===== src/rtl/control_pkg.sv =====
// Shared encodings for the multi-cycle control unit: FSM states, opcodes, ALUOp, ImmSrc and mux selects.
// Also holds the per-state Moore control word table, registered by the top one cycle ahead.
package control_pkg;

  typedef enum logic [3:0] {
    S_FETCH,
    S_DECODE,
    S_MEMADR,
    S_MEMREAD,
    S_MEMWB,
    S_MEMWRITE,
    S_EXECR,
    S_EXECI,
    S_LUI,
    S_AUIPC,
    S_ALUWB,
    S_BRANCH,
    S_JAL,
    S_JALR,
    S_LINK
`ifdef MCU_TRAP_EN
    , S_TRAP
`endif
  } state_t;

  localparam logic [6:0] OP_LOAD   = 7'b0000011;
  localparam logic [6:0] OP_STORE  = 7'b0100011;
  localparam logic [6:0] OP_R      = 7'b0110011;
  localparam logic [6:0] OP_I      = 7'b0010011;
  localparam logic [6:0] OP_BRANCH = 7'b1100011;
  localparam logic [6:0] OP_JAL    = 7'b1101111;
  localparam logic [6:0] OP_JALR   = 7'b1100111;
  localparam logic [6:0] OP_LUI    = 7'b0110111;
  localparam logic [6:0] OP_AUIPC  = 7'b0010111;

  localparam logic [2:0] ALUOP_ADD  = 3'b000;
  localparam logic [2:0] ALUOP_SUB  = 3'b001;
  localparam logic [2:0] ALUOP_RDEC = 3'b010;
  localparam logic [2:0] ALUOP_IDEC = 3'b011;

  localparam logic [2:0] IMM_I = 3'b000;
  localparam logic [2:0] IMM_S = 3'b001;
  localparam logic [2:0] IMM_B = 3'b010;
  localparam logic [2:0] IMM_J = 3'b011;
  localparam logic [2:0] IMM_U = 3'b100;

  localparam logic [1:0] SRCA_PC    = 2'b00;
  localparam logic [1:0] SRCA_OLDPC = 2'b01;
  localparam logic [1:0] SRCA_RS1   = 2'b10;
  localparam logic [1:0] SRCA_ZERO  = 2'b11;

  localparam logic [1:0] SRCB_RS2  = 2'b00;
  localparam logic [1:0] SRCB_IMM  = 2'b01;
  localparam logic [1:0] SRCB_FOUR = 2'b10;

  localparam logic [1:0] RES_ALUOUT    = 2'b00;
  localparam logic [1:0] RES_DATA      = 2'b01;
  localparam logic [1:0] RES_ALURESULT = 2'b10;

  typedef struct packed {
    logic       mem_req;
    logic       mem_write;
    logic       adr_src;
    logic       ir_write;
    logic       pc_write;
    logic       reg_write;
    logic       done;
    logic [1:0] result_src;
    logic [1:0] alu_src_a;
    logic [1:0] alu_src_b;
    logic [2:0] alu_op;
  } ctrl_t;

  // FETCH ir/pc_write and MEMWRITE done are further gated by mem_ready in the top.
  function automatic ctrl_t state_ctrl(state_t s);
    ctrl_t c;
    c = '0;
    case (s)
      S_FETCH: begin
        c.mem_req    = 1'b1;
        c.ir_write   = 1'b1;
        c.pc_write   = 1'b1;
        c.alu_src_a  = SRCA_PC;
        c.alu_src_b  = SRCB_FOUR;
        c.result_src = RES_ALURESULT;
      end
      S_DECODE: begin
        c.alu_src_a = SRCA_OLDPC;
        c.alu_src_b = SRCB_IMM;
      end
      S_MEMADR: begin
        c.alu_src_a = SRCA_RS1;
        c.alu_src_b = SRCB_IMM;
      end
      S_MEMREAD: begin
        c.mem_req = 1'b1;
        c.adr_src = 1'b1;
      end
      S_MEMWB: begin
        c.result_src = RES_DATA;
        c.reg_write  = 1'b1;
        c.done       = 1'b1;
      end
      S_MEMWRITE: begin
        c.mem_req   = 1'b1;
        c.mem_write = 1'b1;
        c.adr_src   = 1'b1;
        c.done      = 1'b1;
      end
      S_EXECR: begin
        c.alu_src_a = SRCA_RS1;
        c.alu_src_b = SRCB_RS2;
        c.alu_op    = ALUOP_RDEC;
      end
      S_EXECI: begin
        c.alu_src_a = SRCA_RS1;
        c.alu_src_b = SRCB_IMM;
        c.alu_op    = ALUOP_IDEC;
      end
      S_LUI: begin
        c.alu_src_a = SRCA_ZERO;
        c.alu_src_b = SRCB_IMM;
      end
      S_AUIPC: begin
        c.alu_src_a = SRCA_OLDPC;
        c.alu_src_b = SRCB_IMM;
      end
      S_ALUWB: begin
        c.reg_write  = 1'b1;
        c.result_src = RES_ALUOUT;
        c.done       = 1'b1;
      end
      S_BRANCH: begin
        c.alu_src_a  = SRCA_RS1;
        c.alu_src_b  = SRCB_RS2;
        c.alu_op     = ALUOP_SUB;
        c.result_src = RES_ALUOUT;
        c.done       = 1'b1;
      end
      S_JAL: begin
        c.result_src = RES_ALUOUT;
        c.pc_write   = 1'b1;
      end
      S_JALR: begin
        c.alu_src_a  = SRCA_RS1;
        c.alu_src_b  = SRCB_IMM;
        c.result_src = RES_ALURESULT;
        c.pc_write   = 1'b1;
      end
      S_LINK: begin
        c.alu_src_a  = SRCA_OLDPC;
        c.alu_src_b  = SRCB_FOUR;
        c.result_src = RES_ALURESULT;
        c.reg_write  = 1'b1;
        c.done       = 1'b1;
      end
      default: c = '0;
    endcase
    return c;
  endfunction

endpackage


===== src/rtl/alu_decoder.sv =====
// Maps ALUOp plus funct3/funct7_5 to the ALU operation code.
// Purely combinational, no handshake.
module alu_decoder #(
  parameter int ALU_OP_WIDTH   = 3,
  parameter int FUNCT3_WIDTH   = 3,
  parameter int ALU_CTRL_WIDTH = 4
) (
  input  logic [ALU_OP_WIDTH-1:0]   alu_op,
  input  logic [FUNCT3_WIDTH-1:0]   funct3,
  input  logic                      funct7_5,
  output logic [ALU_CTRL_WIDTH-1:0] alu_control
);

  localparam logic [ALU_CTRL_WIDTH-1:0] AC_ADD  = ALU_CTRL_WIDTH'(0);
  localparam logic [ALU_CTRL_WIDTH-1:0] AC_SUB  = ALU_CTRL_WIDTH'(1);
  localparam logic [ALU_CTRL_WIDTH-1:0] AC_AND  = ALU_CTRL_WIDTH'(2);
  localparam logic [ALU_CTRL_WIDTH-1:0] AC_OR   = ALU_CTRL_WIDTH'(3);
  localparam logic [ALU_CTRL_WIDTH-1:0] AC_XOR  = ALU_CTRL_WIDTH'(4);
  localparam logic [ALU_CTRL_WIDTH-1:0] AC_SLT  = ALU_CTRL_WIDTH'(5);
  localparam logic [ALU_CTRL_WIDTH-1:0] AC_SLTU = ALU_CTRL_WIDTH'(6);
  localparam logic [ALU_CTRL_WIDTH-1:0] AC_SLL  = ALU_CTRL_WIDTH'(7);
  localparam logic [ALU_CTRL_WIDTH-1:0] AC_SRL  = ALU_CTRL_WIDTH'(8);
  localparam logic [ALU_CTRL_WIDTH-1:0] AC_SRA  = ALU_CTRL_WIDTH'(9);

  logic is_r;

  assign is_r = (alu_op == ALU_OP_WIDTH'(2));

  always_comb begin
    alu_control = AC_ADD;
    case (alu_op)
      ALU_OP_WIDTH'(0): alu_control = AC_ADD;
      ALU_OP_WIDTH'(1): alu_control = AC_SUB;
      ALU_OP_WIDTH'(2), ALU_OP_WIDTH'(3): begin
        case (funct3)
          // funct7_5 selects SUB only for register-register ops; addi ignores it
          FUNCT3_WIDTH'(0): alu_control = (is_r && funct7_5) ? AC_SUB : AC_ADD;
          FUNCT3_WIDTH'(1): alu_control = AC_SLL;
          FUNCT3_WIDTH'(2): alu_control = AC_SLT;
          FUNCT3_WIDTH'(3): alu_control = AC_SLTU;
          FUNCT3_WIDTH'(4): alu_control = AC_XOR;
          FUNCT3_WIDTH'(5): alu_control = funct7_5 ? AC_SRA : AC_SRL;
          FUNCT3_WIDTH'(6): alu_control = AC_OR;
          default:          alu_control = AC_AND;
        endcase
      end
      default: alu_control = AC_ADD;
    endcase
  end

endmodule


===== src/rtl/branch_cond.sv =====
// Branch resolution from funct3 and the ALU flags of rs1 - rs2.
// Purely combinational; flags illegal funct3 encodings (010/011) as never taken.
module branch_cond (
  input  logic [2:0] funct3,
  input  logic       zero,
  input  logic       n,
  input  logic       c,
  input  logic       v,
  output logic       taken,
  output logic       illegal
);

  always_comb begin
    taken   = 1'b0;
    illegal = 1'b0;
    case (funct3)
      3'b000:  taken = zero;
      3'b001:  taken = ~zero;
      3'b100:  taken = n ^ v;
      3'b101:  taken = ~(n ^ v);
      // c is carry-out of a + ~b + 1, so c=1 means no borrow (a >= b unsigned)
      3'b110:  taken = ~c;
      3'b111:  taken = c;
      default: illegal = 1'b1;
    endcase
  end

endmodule


===== src/rtl/multicycle_control_unit.sv =====
// Multi-cycle RV32I sequencer: 3-5 cycles per instruction, stalls in FETCH/MEMREAD/MEMWRITE until mem_ready.
// Illegal instructions become a no-op, or a sticky TRAP state when MCU_TRAP_EN is defined.
module multicycle_control_unit
  import control_pkg::*;
#(
  parameter int OP_WIDTH       = 7,
  parameter int FUNCT3_WIDTH   = 3,
  parameter int ALU_CTRL_WIDTH = 4,
  parameter int IMM_SRC_WIDTH  = 3,
  parameter int ALU_OP_WIDTH   = 3
) (
  input  logic                      clk,
  input  logic                      rst,
  input  logic [OP_WIDTH-1:0]       op,
  input  logic [FUNCT3_WIDTH-1:0]   funct3,
  input  logic                      funct7_5,
  input  logic                      Zero,
  input  logic                      N,
  input  logic                      C,
  input  logic                      V,
  input  logic                      mem_ready,
  output logic                      mem_req,
  output logic                      MemWrite,
  output logic                      AdrSrc,
  output logic                      IRWrite,
  output logic                      PCWrite,
  output logic                      RegWrite,
  output logic [1:0]                ResultSrc,
  output logic [1:0]                ALUSrcA,
  output logic [1:0]                ALUSrcB,
  output logic [ALU_CTRL_WIDTH-1:0] ALUControl,
  output logic [IMM_SRC_WIDTH-1:0]  ImmSrc,
  output logic                      instr_done,
  output logic                      Trap
);

  state_t state, state_n;
  ctrl_t  ctrl_q;
  logic   br_taken, br_illegal, op_illegal;
  logic   run, rdy_gate, decode_illegal;
  state_t illegal_target;

  branch_cond u_branch_cond (
    .funct3  (funct3),
    .zero    (Zero),
    .n       (N),
    .c       (C),
    .v       (V),
    .taken   (br_taken),
    .illegal (br_illegal)
  );

  alu_decoder #(
    .ALU_OP_WIDTH   (ALU_OP_WIDTH),
    .FUNCT3_WIDTH   (FUNCT3_WIDTH),
    .ALU_CTRL_WIDTH (ALU_CTRL_WIDTH)
  ) u_alu_decoder (
    .alu_op      (ctrl_q.alu_op),
    .funct3      (funct3),
    .funct7_5    (funct7_5),
    .alu_control (ALUControl)
  );

`ifdef MCU_TRAP_EN
  assign illegal_target = S_TRAP;
`else
  assign illegal_target = S_FETCH;
`endif

  always_comb begin
    op_illegal = 1'b0;
    case (op)
      OP_LOAD, OP_STORE, OP_R, OP_I, OP_JAL, OP_JALR, OP_LUI, OP_AUIPC: op_illegal = 1'b0;
      OP_BRANCH: op_illegal = br_illegal;
      default:   op_illegal = 1'b1;
    endcase
  end

  always_comb begin
    ImmSrc = IMM_I;
    case (op)
      OP_STORE:         ImmSrc = IMM_S;
      OP_BRANCH:        ImmSrc = IMM_B;
      OP_JAL:           ImmSrc = IMM_J;
      OP_LUI, OP_AUIPC: ImmSrc = IMM_U;
      default:          ImmSrc = IMM_I;
    endcase
  end

  always_comb begin
    state_n = state;
    case (state)
      S_FETCH:    state_n = mem_ready ? S_DECODE : S_FETCH;
      S_DECODE: begin
        if (op_illegal) begin
          state_n = illegal_target;
        end else begin
          case (op)
            OP_LOAD, OP_STORE: state_n = S_MEMADR;
            OP_R:              state_n = S_EXECR;
            OP_I:              state_n = S_EXECI;
            OP_BRANCH:         state_n = S_BRANCH;
            OP_JAL:            state_n = S_JAL;
            OP_JALR:           state_n = S_JALR;
            OP_LUI:            state_n = S_LUI;
            OP_AUIPC:          state_n = S_AUIPC;
            default:           state_n = illegal_target;
          endcase
        end
      end
      S_MEMADR:   state_n = op[5] ? S_MEMWRITE : S_MEMREAD;
      S_MEMREAD:  state_n = mem_ready ? S_MEMWB : S_MEMREAD;
      S_MEMWRITE: state_n = mem_ready ? S_FETCH : S_MEMWRITE;
      S_EXECR, S_EXECI, S_LUI, S_AUIPC: state_n = S_ALUWB;
      S_JAL, S_JALR: state_n = S_LINK;
`ifdef MCU_TRAP_EN
      S_TRAP:     state_n = S_TRAP;
`endif
      default:    state_n = S_FETCH;
    endcase
  end

  // Control word is registered from the next state so Moore outputs come straight off flops.
  always_ff @(posedge clk or posedge rst) begin
    if (rst) begin
      state  <= S_FETCH;
      ctrl_q <= state_ctrl(S_FETCH);
    end else begin
      state  <= state_n;
      ctrl_q <= state_ctrl(state_n);
    end
  end

  assign run      = ~rst;
  assign rdy_gate = (state == S_FETCH || state == S_MEMWRITE) ? mem_ready : 1'b1;

`ifdef MCU_TRAP_EN
  assign decode_illegal = 1'b0;
  assign Trap           = run & (state == S_TRAP);
`else
  assign decode_illegal = (state == S_DECODE) & op_illegal;
  assign Trap           = 1'b0;
`endif

  assign mem_req    = run & ctrl_q.mem_req;
  assign MemWrite   = run & ctrl_q.mem_write;
  assign AdrSrc     = ctrl_q.adr_src;
  assign IRWrite    = run & ctrl_q.ir_write & rdy_gate;
  assign PCWrite    = run & ((ctrl_q.pc_write & rdy_gate) | ((state == S_BRANCH) & br_taken));
  assign RegWrite   = run & ctrl_q.reg_write;
  assign ResultSrc  = ctrl_q.result_src;
  assign ALUSrcA    = ctrl_q.alu_src_a;
  assign ALUSrcB    = ctrl_q.alu_src_b;
  assign instr_done = run & ((ctrl_q.done & rdy_gate) | decode_illegal);

endmodule


===== config.mk =====
export PLATFORM = sky130hd
export DESIGN_NAME = multicycle_control_unit
export DESIGN_NICKNAME = d
export VERILOG_FILES = /design/src/rtl/control_pkg.sv /design/src/rtl/alu_decoder.sv /design/src/rtl/branch_cond.sv /design/src/rtl/multicycle_control_unit.sv
export SDC_FILE = /design/constraint.sdc
export NUM_CORES = 1
export LEC_CHECK = 0
export CAP_MARGIN = 20
export CORE_ASPECT_RATIO = 0.8
export CORE_MARGIN = 3
export CORE_UTILIZATION = 45
export CTS_CLUSTER_DIAMETER = 50
export CTS_CLUSTER_SIZE = 8
export DETAILED_ROUTE_END_ITERATION = 10
export PLACE_DENSITY = 0.83
export SYNTH_ARGS = -nofsm -noshare
export SYNTH_HDL_FRONTEND = slang
export SYNTH_HIERARCHICAL = 1
export SYNTH_SLANG_ARGS = --single-unit
export TNS_END_PERCENT = 20

===== constraint.sdc =====
create_clock -name clk -period 2.3 [get_ports clk]
set_clock_uncertainty 0.15 [all_clocks]
set_input_delay 0.575 -clock clk [delete_from_list [all_inputs] [get_ports clk]]
set_output_delay 0.575 -clock clk [all_outputs]
set_load 0.005 [all_outputs]

==> results of run 1 <==
-- registers in the layout, summed over array words and instances, names as in the netlist --
name       cells
ctrl_q         8
state          4
ALUSrcA        2
ALUSrcB        2
ResultSrc      2
AdrSrc         1
-- cell families (layout without fill, tap and decap cells) --
family                    Yosys count  count (layout)  synth area share [%]
xor gates and xnor gates            4               4                  2.52
DFF                                19              19                  34.6
muxes                               4               4                  2.88
buffers and inverters              22             103                  8.72
and+or+nand+nor                    78              78                  31.8
AOI/OAI and AO/OA                  36              36                  19.2
other                               1               3                 0.269
-- path summary, 6_finish.rpt --
kind,start,endpoint,slack (ns)
max reg2reg,state[0],ALUSrcA[1],-0.01
min,rst,ctrl_q[0],0.39
min reg2reg,state[2],ResultSrc[0],0.55
min in group clk,state[2],ResultSrc[0],0.55
max in group asynchronous,rst,ResultSrc[1],1.35
max,funct3[0],PCWrite,-0.21
-- per-stage QoR --
stage               setup TNS (ns)  std cells  worst slack (ns)  hold slack (ns)
global route                 -1.01        285            -0.227            0.403
finish                      -0.510        285            -0.209            0.392
floorplan                  -0.0485        166           -0.0485            0.378
detailed placement          -15.83        266            -0.903            0.462
CTS                         -0.639        280            -0.150            0.383
global placement            -15.10        266            -0.843            0.443
-- cells in the final DEF (no fill, tap or decap), types with 4 or more instances in the layout --
cell type                         instances
sky130_fd_sc_hd__buf_6                   14
sky130_fd_sc_hd__nor3_1                   5
sky130_fd_sc_hd__buf_4                   42
sky130_fd_sc_hd__clkbuf_2                 4
sky130_fd_sc_hd__clkdlybuf4s50_1          7
sky130_fd_sc_hd__buf_2                    7
sky130_fd_sc_hd__nand2_2                  4
sky130_fd_sc_hd__mux2i_1                  4
sky130_fd_sc_hd__o21ai_0                  4
sky130_fd_sc_hd__dlygate4sd2_1            9
sky130_fd_sc_hd__nand2b_1                 7
sky130_fd_sc_hd__nand2_1                 13
sky130_fd_sc_hd__dfrtp_1                 14
sky130_fd_sc_hd__a21oi_1                  5
sky130_fd_sc_hd__o21ai_1                  6
sky130_fd_sc_hd__nor2_1                  10
sky130_fd_sc_hd__inv_1                    5
sky130_fd_sc_hd__nor2b_1                  7
sky130_fd_sc_hd__dfstp_2                  5
-- critical path: cells and delay by family --
kind            cells  cell delay, ns
simple gates        3            0.66
buf+inv             2            0.29
xor+xnor            1            0.18
compound gates      1            0.09
-- power by group --
part | leakage, nW | internal (mW) | switching [mW] | total, mW
registers | 0.239 | 0.501 | 0.0709 | 0.572
logic | 0.921 | 0.905 | 0.839 | 1.74
clock network | 0.0255 | 0.121 | 0.110 | 0.231
total | 1.19 | 1.53 | 1.02 | 2.55
-- what timing repair did --
item	in CTS	in global routing
setup buffers	10	6
pin swaps	22	21
endpoints found under the setup margin	28	22
resized for setup	107	49
-- cell type report --
cell class / count / area, sq um / share of cell area [%]
Clock buffer: 3 / 41.3 / 1.71
Inverter: 7 / 28.8 / 1.19
Sequential cell: 19 / 482 / 19.9
Timing Repair Buffer: 92 / 803 / 33.2
Tap cell: 38 / 47.5 / 1.96
Multi-Input combinational cell: 125 / 1010 / 41.8
Clock inverter: 1 / 5.00 / 0.207
-- layer usage --
layer / track usage (%) / part of all wire (%) / vias up
li1: - / - / 729
met1: 33.8 / 39 / 814
met2: 40.5 / 49 / 101
met3: 6.87 / 9.3 / 23
met4: 8.78 / 3.1 / 0
met5: 0 / 0 / -
==> impl_summary.log, run 1 <==
[metrics] I/O Buffers: 37
[metrics] shortest clock period the worst path allows after layout: 2.51 ns
[metrics] area share of the largest cell type after synthesis: 25.2%
[metrics] biggest area contributors in the synthesized netlist: sky130_fd_sc_hd__dfrtp_1, sky130_fd_sc_hd__dfstp_2, sky130_fd_sc_hd__nand2_1, sky130_fd_sc_hd__buf_4, sky130_fd_sc_hd__nand2b_1
[metrics] first-pass GRT wire length: 7450 microns
[metrics] type of destination of the critical path: primary output
[metrics] violations in the final reports: negative setup slack
[metrics] detailed placement HPWL: 2980 microns
[metrics] length of the first detailed-routing pass in iterations: 4
[metrics] total global routing track utilization: 25.8%
[metrics] Pwr per Cell Area: 1050 nW/um^2
[metrics] worst endpoint required time: 1.57 ns
[metrics] longest individual stage delay on the worst path: 0.47 ns
[metrics] Iter 0 DRT Violations: 88
[metrics] total vias in the final route: 1,667
[metrics] most frequent cell after synthesis: sky130_fd_sc_hd__nand2_1
[metrics] worst path setup slack after routing: -0.209 ns
[metrics] Lkg Pwr: 1.19 nW
[metrics] startpoint types: input port
[metrics] YS warnings: 6
[metrics] cell type with the highest aggregate area in the netlist: sky130_fd_sc_hd__dfrtp_1
[metrics] worst skew pair latency: 0.26 ns
[metrics] largest net degree at the start of global routing: 20
[metrics] Die Outline Area: 3800 sq um
[metrics] Critical Path Fanout Max: 6
[metrics] floorplan die width: 68.2 microns
[metrics] buffers from clock root to sink, at most: 2
[metrics] async set-reset flop share out of synthesis: 100%
[metrics] number of H-tree levels: 1
[metrics] data arrival time of the critical path: 1.78 ns
[metrics] number of buffers added by the clock tree synthesis step: 3
[metrics] Reg clk slew, reported paths: 0.07 ns
[metrics] type of the worst min-delay path: in -> async
[metrics] area added between synthesis and finish: 73.8%
[metrics] via density per instance: 5.85
[metrics] CTS hold repair buffers: 0
[metrics] final core utilization: 84.9%
[metrics] cell breakdown of the critical path: clkbuf_4 > xnor2_2 > nor3_1 > or4_4 > nand4_1 > a21oi_1 > buf_2
[metrics] number of design rule violations left after detail routing: 0
[metrics] Crit Path Class: in -> out
[metrics] Placeable Area: 2850 sq um
[metrics] library cell contributing the largest single delay on the critical path: sky130_fd_sc_hd__or4_4
[metrics] Nets: 266
[metrics] grt total ovfl: 0
[metrics] number of antenna cells inserted: 0
[metrics] R2R cell count: 10
[metrics] Max rail drop VDD: 889 uV
[metrics] Fill cells: 155
[metrics] highest achievable clock rate: 399 MHz
[metrics] most instantiated cells after synthesis: sky130_fd_sc_hd__nand2_1, sky130_fd_sc_hd__dfrtp_1, sky130_fd_sc_hd__nor2_1
[metrics] Pwr Total: 2.55 mW
[metrics] result of the run: complete, but fails checks
[metrics] via count of the first global-routing pass: 1,602
[metrics] layout cell share with drive strength beyond 1: 50.6%
[metrics] number of setup violations in the final report: 7
[metrics] count of mapped cells out of synthesis: 164
[metrics] register area share after synthesis: 34.6%
[metrics] count of flip-flops with a built-in enable after synthesis: 0
[metrics] Fin. Hold Viols: 0
[metrics] antenna-violating nets left: 0
[metrics] number of primary I/O pins: 39
[metrics] worst slew slack as a fraction of its limit: 66.7%
[metrics] Num Clock Sinks: 19
[metrics] GPL Wtd Cong: 0.875
[metrics] CTS Root Cell: sky130_fd_sc_hd__clkbuf_8
[metrics] count of max-cap constraint violations: 0
[metrics] FF+latch count, synth: 19
[metrics] clock tree from TritonCTS: built
[metrics] post-placement cell area: 2040 sq um
[metrics] post-route cell area: 2420 sq um
[metrics] unrepaired setup endpoints after global routing: yes
[metrics] Final Max Tran Viols: 0
[metrics] initial standard-cell utilization of the core: 48.9%
[metrics] detail-routed net length per standard cell: 19.4 microns
[metrics] final critical-path share of the clock period: 109%
[metrics] number of distinct standard cells referenced by the synthesized netlist: 49
[metrics] height of the die: 55.8 microns
[metrics] row count: 17
[metrics] post-synthesis instance area: 1390 sq um
[metrics] Least-Margin Pin Slew: 0.494 ns
[metrics] final wirelength: 5540 microns
[metrics] main flop type after synthesis: sky130_fd_sc_hd__dfrtp_1
[metrics] antenna violations before repair: 0
[metrics] post-synthesis average cell area: 8.49 sq um
Note: power is estimated with default switching activity, not from simulation.
==> run 2, diff against run 1 <==
--- a/config.mk
+++ b/config.mk
@@ -5,6 +5,7 @@
 export SDC_FILE = /design/constraint.sdc
 export NUM_CORES = 1
 export LEC_CHECK = 0
+export ABC_CLOCK_PERIOD_IN_PS = 2300
 export CAP_MARGIN = 20
 export CORE_ASPECT_RATIO = 0.8
 export CORE_MARGIN = 3
==> results of run 2 <==
No change in the layout: final DEF, timing and power equal those of run 1.
